`config.mk`:
```
export PLATFORM = sky130hd
export DESIGN_NAME = alu_arbiter_flat
export DESIGN_NICKNAME = d
export VERILOG_FILES = /design/src/rtl/alu_arb_pkg.sv /design/src/rtl/alu_arbiter_if.sv /design/src/rtl/rr_arbiter2.sv /design/src/rtl/alu_arbiter.sv /design/src/flat_wrapper.sv
export SDC_FILE = /design/constraint.sdc
export NUM_CORES = 1
export LEC_CHECK = 0
export ABC_AREA = 1
export CAP_MARGIN = 20
export CORE_MARGIN = 1
export CORE_UTILIZATION = 43
export DETAILED_ROUTE_END_ITERATION = 12
export HOLD_SLACK_MARGIN = 0.15
export PLACE_DENSITY = 0.95
export RECOVER_POWER = 50
export SLEW_MARGIN = 20
export SYNTH_ARGS = -nofsm -noshare
export SYNTH_HDL_FRONTEND = slang
export SYNTH_SLANG_ARGS = --single-unit
```
`constraint.sdc`:
```
create_clock -name clk -period 3.5 [get_ports clk]
set_input_delay 0.35 -clock clk [delete_from_list [all_inputs] [get_ports clk]]
set_output_delay 0.35 -clock clk [all_outputs]
set_load 0.03 [all_outputs]
```
`src/rtl/alu_arb_pkg.sv`:
```
// Shared types and constants for the ALU arbiter: FSM states, default widths,
// requester indices and the ALU opcodes used by the attached datapath.
package alu_arb_pkg;

  localparam int unsigned WIDTH_DEF = 16;
  localparam int unsigned OPW_DEF   = 4;
  localparam int unsigned FLW_DEF   = 4;

  localparam logic REQ0 = 1'b0;
  localparam logic REQ1 = 1'b1;

  localparam logic [3:0] OP_ADD = 4'd0;
  localparam logic [3:0] OP_SUB = 4'd1;
  localparam logic [3:0] OP_AND = 4'd2;
  localparam logic [3:0] OP_OR  = 4'd3;

  typedef enum logic [1:0] {
    ST_IDLE = 2'd0,
    ST_EXEC = 2'd1,
    ST_RESP = 2'd2
  } state_e;

  function automatic logic [1:0] idx2onehot(input logic idx);
    return idx ? 2'b10 : 2'b01;
  endfunction

endpackage

```
`src/rtl/alu_arbiter_if.sv`:
```
// Bundle of requester, ALU and response signals around alu_arbiter.
// slave = the arbiter itself, master = requesters plus ALU environment.
interface alu_arbiter_if
  import alu_arb_pkg::*;
#(
  parameter int unsigned WIDTH = WIDTH_DEF,
  parameter int unsigned OPW   = OPW_DEF,
  parameter int unsigned FLW   = FLW_DEF
);
  logic [1:0]       req_valid;
  logic [1:0]       req_ready;
  logic [WIDTH-1:0] req_a0;
  logic [WIDTH-1:0] req_b0;
  logic [OPW-1:0]   req_op0;
  logic [WIDTH-1:0] req_a1;
  logic [WIDTH-1:0] req_b1;
  logic [OPW-1:0]   req_op1;
  logic [WIDTH-1:0] alu_a;
  logic [WIDTH-1:0] alu_b;
  logic [OPW-1:0]   alu_op;
  logic [WIDTH-1:0] alu_y;
  logic [FLW-1:0]   alu_flags;
  logic [1:0]       rsp_valid;
  logic [WIDTH-1:0] rsp_data;
  logic [FLW-1:0]   rsp_flags;
  logic             busy;
  logic [15:0]      op_count;

  modport slave (
    input  req_valid, req_a0, req_b0, req_op0, req_a1, req_b1, req_op1,
    input  alu_y, alu_flags,
    output req_ready, alu_a, alu_b, alu_op,
    output rsp_valid, rsp_data, rsp_flags, busy, op_count
  );

  modport master (
    output req_valid, req_a0, req_b0, req_op0, req_a1, req_b1, req_op1,
    output alu_y, alu_flags,
    input  req_ready, alu_a, alu_b, alu_op,
    input  rsp_valid, rsp_data, rsp_flags, busy, op_count
  );

endinterface

```
`src/rtl/rr_arbiter2.sv`:
```
// Two-way combinational arbiter. ALU_ARB_RR_EN selects round-robin tie
// breaking; otherwise requester 0 has fixed priority.
module rr_arbiter2 (
  input  logic [1:0] i_req,
  input  logic       i_last,
  input  logic       i_enable,
  output logic [1:0] o_gnt
);

`ifndef ALU_ARB_RR_EN
  logic w_unused_last;
  assign w_unused_last = i_last;
`endif

  // Grant selection; ties resolved by the build-time policy.
  always_comb begin
    o_gnt = 2'b00;
    if (i_enable) begin
      case (i_req)
        2'b01:   o_gnt = 2'b01;
        2'b10:   o_gnt = 2'b10;
`ifdef ALU_ARB_RR_EN
        2'b11:   o_gnt = i_last ? 2'b01 : 2'b10;
`else
        2'b11:   o_gnt = 2'b01;
`endif
        default: o_gnt = 2'b00;
      endcase
    end else begin
      o_gnt = 2'b00;
    end
  end

endmodule

```
`src/rtl/alu_arbiter.sv`:
```
// Shares one ALU between two requesters: IDLE -> EXEC -> RESP per operation.
// Build option: define ALU_ARB_RR_EN for round-robin arbitration.
module alu_arbiter
  import alu_arb_pkg::*;
#(
  parameter int unsigned WIDTH = WIDTH_DEF,
  parameter int unsigned OPW   = OPW_DEF,
  parameter int unsigned FLW   = FLW_DEF
) (
  input logic          clk,
  input logic          rst_n,
  alu_arbiter_if.slave bus
);

  state_e           r_state;
  logic             r_gnt;
  logic             r_last_grant;
  logic [WIDTH-1:0] r_alu_a;
  logic [WIDTH-1:0] r_alu_b;
  logic [OPW-1:0]   r_alu_op;
  logic [1:0]       r_rsp_valid;
  logic [WIDTH-1:0] r_rsp_data;
  logic [FLW-1:0]   r_rsp_flags;
  logic             r_busy;
  logic [15:0]      r_op_count;

  logic [1:0]       w_gnt;
  logic             w_accept;
  logic             w_win_idx;
  logic [WIDTH-1:0] w_sel_a;
  logic [WIDTH-1:0] w_sel_b;
  logic [OPW-1:0]   w_sel_op;

  rr_arbiter2 u_arb (
    .i_req    (bus.req_valid),
    .i_last   (r_last_grant),
    .i_enable (r_state == ST_IDLE),
    .o_gnt    (w_gnt)
  );

  assign w_accept  = |(bus.req_valid & w_gnt);
  assign w_win_idx = w_gnt[1];

  // Operand mux for whichever requester currently holds the grant.
  always_comb begin
    w_sel_a  = bus.req_a0;
    w_sel_b  = bus.req_b0;
    w_sel_op = bus.req_op0;
    if (w_win_idx == REQ1) begin
      w_sel_a  = bus.req_a1;
      w_sel_b  = bus.req_b1;
      w_sel_op = bus.req_op1;
    end else begin
      w_sel_a  = bus.req_a0;
      w_sel_b  = bus.req_b0;
      w_sel_op = bus.req_op0;
    end
  end

  // Control FSM with operand, result and counter registers.
  always_ff @(posedge clk) begin
    if (!rst_n) begin
      r_state      <= ST_IDLE;
      r_gnt        <= REQ0;
      r_last_grant <= REQ1;
      r_alu_a      <= '0;
      r_alu_b      <= '0;
      r_alu_op     <= '0;
      r_rsp_valid  <= 2'b00;
      r_rsp_data   <= '0;
      r_rsp_flags  <= '0;
      r_busy       <= 1'b0;
      r_op_count   <= 16'h0000;
    end else begin
      case (r_state)
        ST_IDLE: begin
          r_rsp_valid <= 2'b00;
          if (w_accept) begin
            r_alu_a      <= w_sel_a;
            r_alu_b      <= w_sel_b;
            r_alu_op     <= w_sel_op;
            r_gnt        <= w_win_idx;
            r_last_grant <= w_win_idx;
            r_busy       <= 1'b1;
            r_state      <= ST_EXEC;
          end
        end
        ST_EXEC: begin
          // The response pulse is raised here so it is registered during RESP.
          r_rsp_data  <= bus.alu_y;
          r_rsp_flags <= bus.alu_flags;
          r_rsp_valid <= idx2onehot(r_gnt);
          r_state     <= ST_RESP;
        end
        ST_RESP: begin
          r_rsp_valid <= 2'b00;
          r_op_count  <= r_op_count + 16'd1;
          r_busy      <= 1'b0;
          r_state     <= ST_IDLE;
        end
        default: begin
          r_rsp_valid <= 2'b00;
          r_busy      <= 1'b0;
          r_state     <= ST_IDLE;
        end
      endcase
    end
  end

  assign bus.req_ready = w_gnt;
  assign bus.alu_a     = r_alu_a;
  assign bus.alu_b     = r_alu_b;
  assign bus.alu_op    = r_alu_op;
  assign bus.rsp_valid = r_rsp_valid;
  assign bus.rsp_data  = r_rsp_data;
  assign bus.rsp_flags = r_rsp_flags;
  assign bus.busy      = r_busy;
  assign bus.op_count  = r_op_count;

endmodule

```
`src/flat_wrapper.sv`:
```
// flat-port wrapper written by rule: the top's interface ports become plain ports
module alu_arbiter_flat import alu_arb_pkg::*;
#(
  parameter int unsigned WIDTH = WIDTH_DEF,
  parameter int unsigned OPW   = OPW_DEF,
  parameter int unsigned FLW   = FLW_DEF
)
  (clk, rst_n, bus_req_valid, bus_req_a0, bus_req_b0, bus_req_op0, bus_req_a1, bus_req_b1, bus_req_op1, bus_alu_y, bus_alu_flags, bus_req_ready, bus_alu_a, bus_alu_b, bus_alu_op, bus_rsp_valid, bus_rsp_data, bus_rsp_flags, bus_busy, bus_op_count);
  alu_arbiter_if #(.WIDTH(WIDTH), .OPW(OPW), .FLW(FLW)) bus_i ();
  input logic clk;
  input logic rst_n;
  input wire logic [$bits(bus_i.req_valid)-1:0] bus_req_valid;
  input wire logic [$bits(bus_i.req_a0)-1:0] bus_req_a0;
  input wire logic [$bits(bus_i.req_b0)-1:0] bus_req_b0;
  input wire logic [$bits(bus_i.req_op0)-1:0] bus_req_op0;
  input wire logic [$bits(bus_i.req_a1)-1:0] bus_req_a1;
  input wire logic [$bits(bus_i.req_b1)-1:0] bus_req_b1;
  input wire logic [$bits(bus_i.req_op1)-1:0] bus_req_op1;
  input wire logic [$bits(bus_i.alu_y)-1:0] bus_alu_y;
  input wire logic [$bits(bus_i.alu_flags)-1:0] bus_alu_flags;
  output wire logic [$bits(bus_i.req_ready)-1:0] bus_req_ready;
  output wire logic [$bits(bus_i.alu_a)-1:0] bus_alu_a;
  output wire logic [$bits(bus_i.alu_b)-1:0] bus_alu_b;
  output wire logic [$bits(bus_i.alu_op)-1:0] bus_alu_op;
  output wire logic [$bits(bus_i.rsp_valid)-1:0] bus_rsp_valid;
  output wire logic [$bits(bus_i.rsp_data)-1:0] bus_rsp_data;
  output wire logic [$bits(bus_i.rsp_flags)-1:0] bus_rsp_flags;
  output wire logic [$bits(bus_i.busy)-1:0] bus_busy;
  output wire logic [$bits(bus_i.op_count)-1:0] bus_op_count;
  assign bus_i.req_valid = bus_req_valid;
  assign bus_i.req_a0 = bus_req_a0;
  assign bus_i.req_b0 = bus_req_b0;
  assign bus_i.req_op0 = bus_req_op0;
  assign bus_i.req_a1 = bus_req_a1;
  assign bus_i.req_b1 = bus_req_b1;
  assign bus_i.req_op1 = bus_req_op1;
  assign bus_i.alu_y = bus_alu_y;
  assign bus_i.alu_flags = bus_alu_flags;
  assign bus_req_ready = bus_i.req_ready;
  assign bus_alu_a = bus_i.alu_a;
  assign bus_alu_b = bus_i.alu_b;
  assign bus_alu_op = bus_i.alu_op;
  assign bus_rsp_valid = bus_i.rsp_valid;
  assign bus_rsp_data = bus_i.rsp_data;
  assign bus_rsp_flags = bus_i.rsp_flags;
  assign bus_busy = bus_i.busy;
  assign bus_op_count = bus_i.op_count;
  alu_arbiter #(.WIDTH(WIDTH), .OPW(OPW), .FLW(FLW)) u_core (.clk(clk), .rst_n(rst_n), .bus(bus_i));
endmodule
```
==> results.txt <==
----------------------------------------------------
[Timing]
  Final Hold Fails ... 0
  Minimum period implied by the final worst setup slack ... ~2.5 ns
  Unrepaired setup endpoints after global routing ... no
  Fin crit share ... 0.7178
  Number of setup violations in the final report ... 0
  Setup TNS after final layout ... 0 ns
  Relative max-transition margin ... -0.03843
  Worst setup slack after layout ... between 0.9 and 1 ns
  Tightest hold margin ... 0.4702 ns
  Max Clock Freq ... about 0.40 GHz
  Setup Skew ... between 0.01 and 0.015 ns
  Transition time of the tightest slew-check pin ... ~1.6 ns
  Final count of pins violating max slew ... 41

[Floorplan]
  Starting utilization of the core area ... 0.4548
  Die Outline Area ... approximately 8200 um2
  Core region area ... approximately 7400 um2
  Chip Width ... 90.52 um
  Floorplan die height ... between 90 and 100 um
  Number of ports placed on the die boundary ... between 150 and 200
  # rows ... 31

[Power]
  Sequential cell fraction of total power ... 0.464
  Power Internal ... ~0.0015 W
  Pwr dens ... 411.9 nW/um2
  Combinational Power Share ... 0.257
  Worst IR Drop VDD ... 234.8 uV
  Clock power share ... 0.279
  Net switching fraction of the power ... 0.3130
  Net Switching ... about 0.00067 W
  Leakage ... roughly 2.1 nW

[Logic synthesis]
  Post-synthesis sequential element count ... 78
  Post-Syn Area ... ~3400 um2
  Proportion of synthesized chip area in sequential cells ... 0.4634
  Number of distinct library cells after synthesis ... 31
  Syn avg cell area ... about 8.0 um2
  Number of instances in the synthesized netlist ... between 400 and 500
  Post-synth net total ... just over 500
  Count of warnings emitted by yosys ... 0

[Clock network]
  Clock root buffer ... clkbuf_8
  Maximum level of the CTS H-tree ... 3
  Post-cts gate resize count ... 0
  Setup bufs post-CTS ... 0
  Maximum buffer depth of the clock tree ... 2
  Clock network latency to the later pin of the worst-skew pair ... between 0.3 and 0.4 ns
  Clock transition at the registers of the reported paths ... roughly 0.080 ns
  Number of buffers added by the clock tree synthesis step ... 9
  TritonCTS sink count ... slightly below 80
  CTS tree ... yes
  Hold bufs inserted after CTS ... 0

[Drt]
  Detail-routed net length per standard cell ... approximately 14 um
  DR iter-0 viols ... ~190
  Vias per inst ... about 5
  Remaining DRCs ... 0
  Iteration count of the initial detailed-routing pass ... 5
  Overall routed net length ... 9.628 mm
  Number of nets still failing antenna checks after routing ... 0
  Overall via count from detail_route ... between 3,000 and 4,000

[Global routing]
  GRT Resource Usage Total ... 0.2356
  Initial antenna violation count ... 0
  Largest net degree at the start of global routing ... 41
  Global-route wire length before repair ... about 16 mm
  Residual overflow from global routing ... 0
  Via count of the first global-routing pass ... about 3,500

[Run status]
  Result of the run ... finished, violations left
  Failing checks ... max-capacitance violations, max-slew violations

[Worst setup path]
  Setup crit end kind ... output pin
  Endpoint required time on the critical path ... between 3 and 4 ns
  Kind of launch point of the worst setup path ... flip-flop
  Signal arrival time at the worst endpoint ... ~2.2 ns
  Worst setup path class ... flip-flop to output pin
  Crit Path Max Fanout ... 38
  Critical path startpoint ... u_core.r_state[1]$_SDFFE_PN0P_
  Beginning of the worst register-to-register path ... u_core.r_state[0]$_SDFFE_PN0P_

[Finish]
  Final nets ... between 600 and 700
  Fraction of layout instances using a drive strength above 1 ... 0.1143
  Fin cells ... approximately 700
  Layout Utilization ... 0.7009
  Fillers ... between 500 and 600
  Synthesis-to-layout area growth ... 54.10%
  Total inserted antenna cells ... 0

[Placed design]
  HPWL Detailed ... a little over 7 mm
  Number of placed instances with taps included ... 669
  Count of input and output buffers ... about 170
  Final estimated routing congestion in global placement ... approximately 0.84
  Worst-case setup slack after placement ... 1.021 ns

[Flow run]
  Max-capacitance violation count ... 1

[Min path]
  Type of the worst min-delay path ... flip-flop to flip-flop
  Min-Delay Startpoint ... u_core.bus.busy$_SDFFE_PN0P_

----------------------------------------------------
-- critical path, stage by stage, from the launching register on --
cell and delay [ns]:
dfxtp_1 0.37, nor2_2 0.18, nand3_2 0.12, inv_4 0.36, clkdlybuf4s50_1 0.78
-- metal layers --
metal	global-route usage	up-vias	part of all wire
li1	-	1706	-
met1	0.2451	1591	0.38
met2	0.4413	136	0.53
met3	0.05808	29	0.061
met4	0.1062	0	0.033
met5	0	-	0
-- per-stage QoR --
stage               cell area (um2)  power (W)
floorplan                      3369   0.001314
global placement               5034   0.001562
detailed placement             5034   0.001578
CTS                            5209   0.002171
global route                   5192   0.002239
finish                         5192   0.002139
-- cells by family after synthesis --
kind of cell / after synthesis / share of synthesized area
simple gates: 180 / 0.2377
compound gates: 109 / 0.2039
flops: 78 / 0.4634
buf+inv: 53 / 0.09135
fa+ha+maj: 1 / 0.003713
-- power by group through the flow --
stage	Clock [W]	Sequential [W]	Combinational, W
floorplan	0	0.00114	0.000172
global placement	0	0.00101	0.000553
detailed placement	0	0.00101	0.000563
CTS	0.000612	0.000994	0.000565
global route	0.000655	0.00100	0.000584
finish	0.000597	0.000992	0.000549
-- cells in the final DEF, fill, tap and decap left out, drive strengths merged --
cell type      Yosys  final
clkinvlp           0      3
nor2             102    102
inv               26     26
nand4              2      2
a21oi              7      7
dfxtp             78     78
buf               17      2
nand3             41     41
and3               1      1
nor3b              1      1
o21a               1      1
clkbuf             9     12
clkinv             1      4
o31ai              1      1
dlygate4sd3        0     36
clkdlybuf4s50      0    135
a31oi              1      1
nor3               6      6
o21ai             99     99
nand2             27     27
ha                 1      1
-- synthesized netlist by cell type, drive strengths merged --
cell	instances	area share
nor3	6	0.016
nand3	41	0.064
nor3b	1	0.0022
clkinv	1	0.0026
nand4	2	0.0037
o21a	1	0.0022
a21oi	7	0.010
nand2	27	0.034
buf	17	0.049
ha	1	0.0037
and3	1	0.0019
o31ai	1	0.0022
inv	26	0.030
clkbuf	9	0.010
o21ai	99	0.19
nor2	102	0.12
a31oi	1	0.0019
dfxtp	78	0.46
-- layout make-up --
class	count	area (um2)	area share
clock buffer	10	137.6	0.02651
clock inverter	6	37.54	0.007229
inverter	27	108.9	0.02096
multi-input combinational	290	1489	0.2867
sequential	78	1562	0.3007
tap	99	123.9	0.02386
timing repair buffer	175	1734	0.3340
-- final timing paths --
check | end | slack [ns] | depth (start not counted)
setup / recovery | bus_req_ready[1] | 0.99 | 4
hold reg to reg | u_core.bus.busy$_SDFFE_PN0P_ | 0.47 | 2
hold / removal | u_core.bus.busy$_SDFFE_PN0P_ | 0.47 | 2
setup reg to reg | u_core.bus.rsp_data[12]$_SDFFE_PN0N_ | 1.41 | 6
-- state kept, by name (all words and copies together) (netlist names) --
| signal | count |
|---|---|
| u_core.bus.alu_a | 16 |
| u_core.bus.alu_b | 16 |
| u_core.bus.op_count | 16 |
| u_core.bus.rsp_data | 16 |
| u_core.bus.alu_op | 4 |
| u_core.bus.rsp_flags | 4 |
| u_core.bus.rsp_valid | 2 |
| u_core.r_state | 2 |
| u_core.bus.busy | 1 |
| u_core.r_gnt | 1 |
(Power assumes the default switching activity.)
==> edit, RTL diff (same flow settings) <==
Add a define of `ALU_ARB_RR_EN`.
--- a/src/rtl/rr_arbiter2.sv
+++ b/src/rtl/rr_arbiter2.sv
@@ -2,2 +2,4 @@
 // breaking; otherwise requester 0 has fixed priority.
+`define ALU_ARB_RR_EN
+
 module rr_arbiter2 (
Formal check against the unedited RTL: not equivalent (Yosys sat finds a counterexample within 4 cycles, from zero or initial values and one cycle with rst_n low).
==> edit against the unedited design <==
Area after synthesis grew 6.3%; global-route usage shrank 0.31 points; cell count grew 13%; worst setup slack lost 260 ps; wire length grew 4.4%; sequential share of layout area shrank 1.1 points; hold slack lost 12 ps; the flow still finishes with violations (max-capacitance violations, max-slew violations); total power grew 7.2%; sequential cell count grew 1; via count grew 9.1%; cell area grew 5.1%; combinational power grew 16%; critical endpoint is now u_core.bus.alu_b[0].
==> edit: results (changes against the unedited design) <==
stage	metric	value	unit	change
timing	hold slack	458	ps	-11.8 ps
synthesis	Synth area leaders	dfxtp_1 (44%), nand2_1 (12%), nor2_1 (10%)		
timing	final clock skew	9.51	ps	-3.23 ps
critical_path	reg2reg start	u_core.r_state[1]		
power	Peak VDD IR	0.000243	V	+3.6%
place	RD Place Congestion	0.836		-0.77%
routing	DR iter-0 viols	158		-16%
routing	total number of vias	3778		+9.1%
global_route	initial antenna violation count	0		unchanged
synthesis	post-synthesis net count	607		+17%
routing	WL met1	4.09	mm	+12%
power	Leakage	0.00242	uW	+15%
worst_hold_path	hold endpoint	u_core.bus.rsp_valid[0]		
global_route	vias in the first global route	3540		+2.2%
routing	drt total wl	10.0	mm	+4.4%
global_route	Global Route Usage Sum	23.2	%	-0.31 points
outcome	failing checks	max-capacitance violations, max-slew violations		
power	switching share of power	32.2	%	+0.93 points
critical_path	R2R Path End	u_core.bus.alu_b[0]		
routing	DR top layer	met4		
cts	CTS HTree Levels	3		unchanged
synthesis	top cells by count, synth	nand2_1 (119), nor2_1 (100), dfxtp_1 (79)		
timing	max-slew violations	39		-4.9%
synthesis	async set-or-reset flop fraction in the synthesized netlist	0	%	unchanged
global_route	first-pass GRT wire length	16.1	mm	+2.7%
global_route	largest net degree at the start of global routing	53		+29%
timing	actual slew at the worst max-slew pin	1710	ps	+152 ps
place	hpwl dp	7.21	mm	about the same
cells_and_area	final net count	767		+13%
cells_and_area	fillers	621		+5.4%
worst_hold_path	Hold Path Stages	1		-1
cells_and_area	layout cells sized above 1	4.59	%	-6.8 points
place	pre-CTS setup slack	884	ps	-137 ps
synthesis	dominant synthesized flop cell	dfxtp_1		
synthesis	register area share after synthesis	44.1	%	-2.2 points
cts	root buffer cell	clkbuf_8		
cts	Clock Path Buffers	2		unchanged
routing	met2 WL post-DR	5.08	mm	about the same
cts	Post-CTS Resized	0		unchanged
synthesis	Netlist cell types	29		-6.5%
timing	Final Cycle Share	79.2	%	+7.4 points
critical_path	Critical Path AT	2920	ps	+760 ps
routing	met3 wire len	599	um	+2.0%
worst_hold_path	Hold Crit Start	u_core.r_gnt		
outcome	run status	finished with violations		
critical_path	reg-to-reg slack, setup	890	ps	-520 ps
job	Max Cap Viol	1		unchanged
[edit: worst max-delay path, cell delays in order]
cell and delay, ps:
dlygate4sd3_1 610, nand2_1 130, nand3_4 100, clkbuf_1 1230, nand2_1 220, o211ai_1 180, a21oi_1 90
[edit: cell families after synthesis]
logic type / count (synthesis) / share of synthesized area, %
simple gates: 266 / 31.0
xor+xnor: 2 / 0.489
buf+inv: 85 / 10.6
fa+ha+maj: 1 / 0.349
flops: 79 / 44.1
compound gates: 77 / 13.3
[edit: area by class of cell]
| type | instances | area, um^2 | area share, % |
|---|---|---|---|
| repair buffers | 176 | 1750 | 32.0 |
| clock inverters | 5 | 40.0 | 0.733 |
| flip-flops and latches | 79 | 1580 | 29.0 |
| multi-input cells | 346 | 1590 | 29.1 |
| inverters | 58 | 220 | 4.03 |
| well taps | 102 | 128 | 2.34 |
| clock buffers | 11 | 151 | 2.77 |
[edit: through the flow]
step                      util [%]  cells  area, um^2  power (uW)
after floorplan                  -    510        3580        1400
after CTS                     69.6    777        5490        2330
after global placement        67.2    761        5300        1670
final                         69.2    777        5460        2290
after global routing          69.2    777        5460        2420
after detailed placement      67.2    761        5300        1690
[edit: worst max path at each step]
stage / from / endpoint / slack, ps
2_1_floorplan: u_core.r_state[1] / bus_req_ready[0] / 2000
3_3_place_gp: bus_req_valid[1] / bus_req_ready[0] / 900
3_5_place_dp: bus_req_valid[1] / bus_req_ready[0] / 880
4_1_cts: u_core.r_state[1] / bus_req_ready[0] / 840
5_1_grt: bus_req_valid[0] / u_core.bus.alu_b[0] / 450
6_report: bus_req_valid[0] / u_core.bus.alu_b[0] / 730
[edit: power by group through the flow]
stage | Sequential (uW) | Combinational, uW | Clock [uW]
2_1_floorplan | 1170 | 235 | 0
3_3_place_gp | 1030 | 640 | 0
3_5_place_dp | 1030 | 655 | 0
4_1_cts | 1010 | 658 | 657
5_1_grt | 1020 | 689 | 706
6_report | 1010 | 639 | 642
[edit: layer usage]
metal	GRT usage, %	vias up
met4	10.6	0
met2	41.9	132
met5	0	-
met3	5.53	22
li1	-	1927
met1	25.7	1697
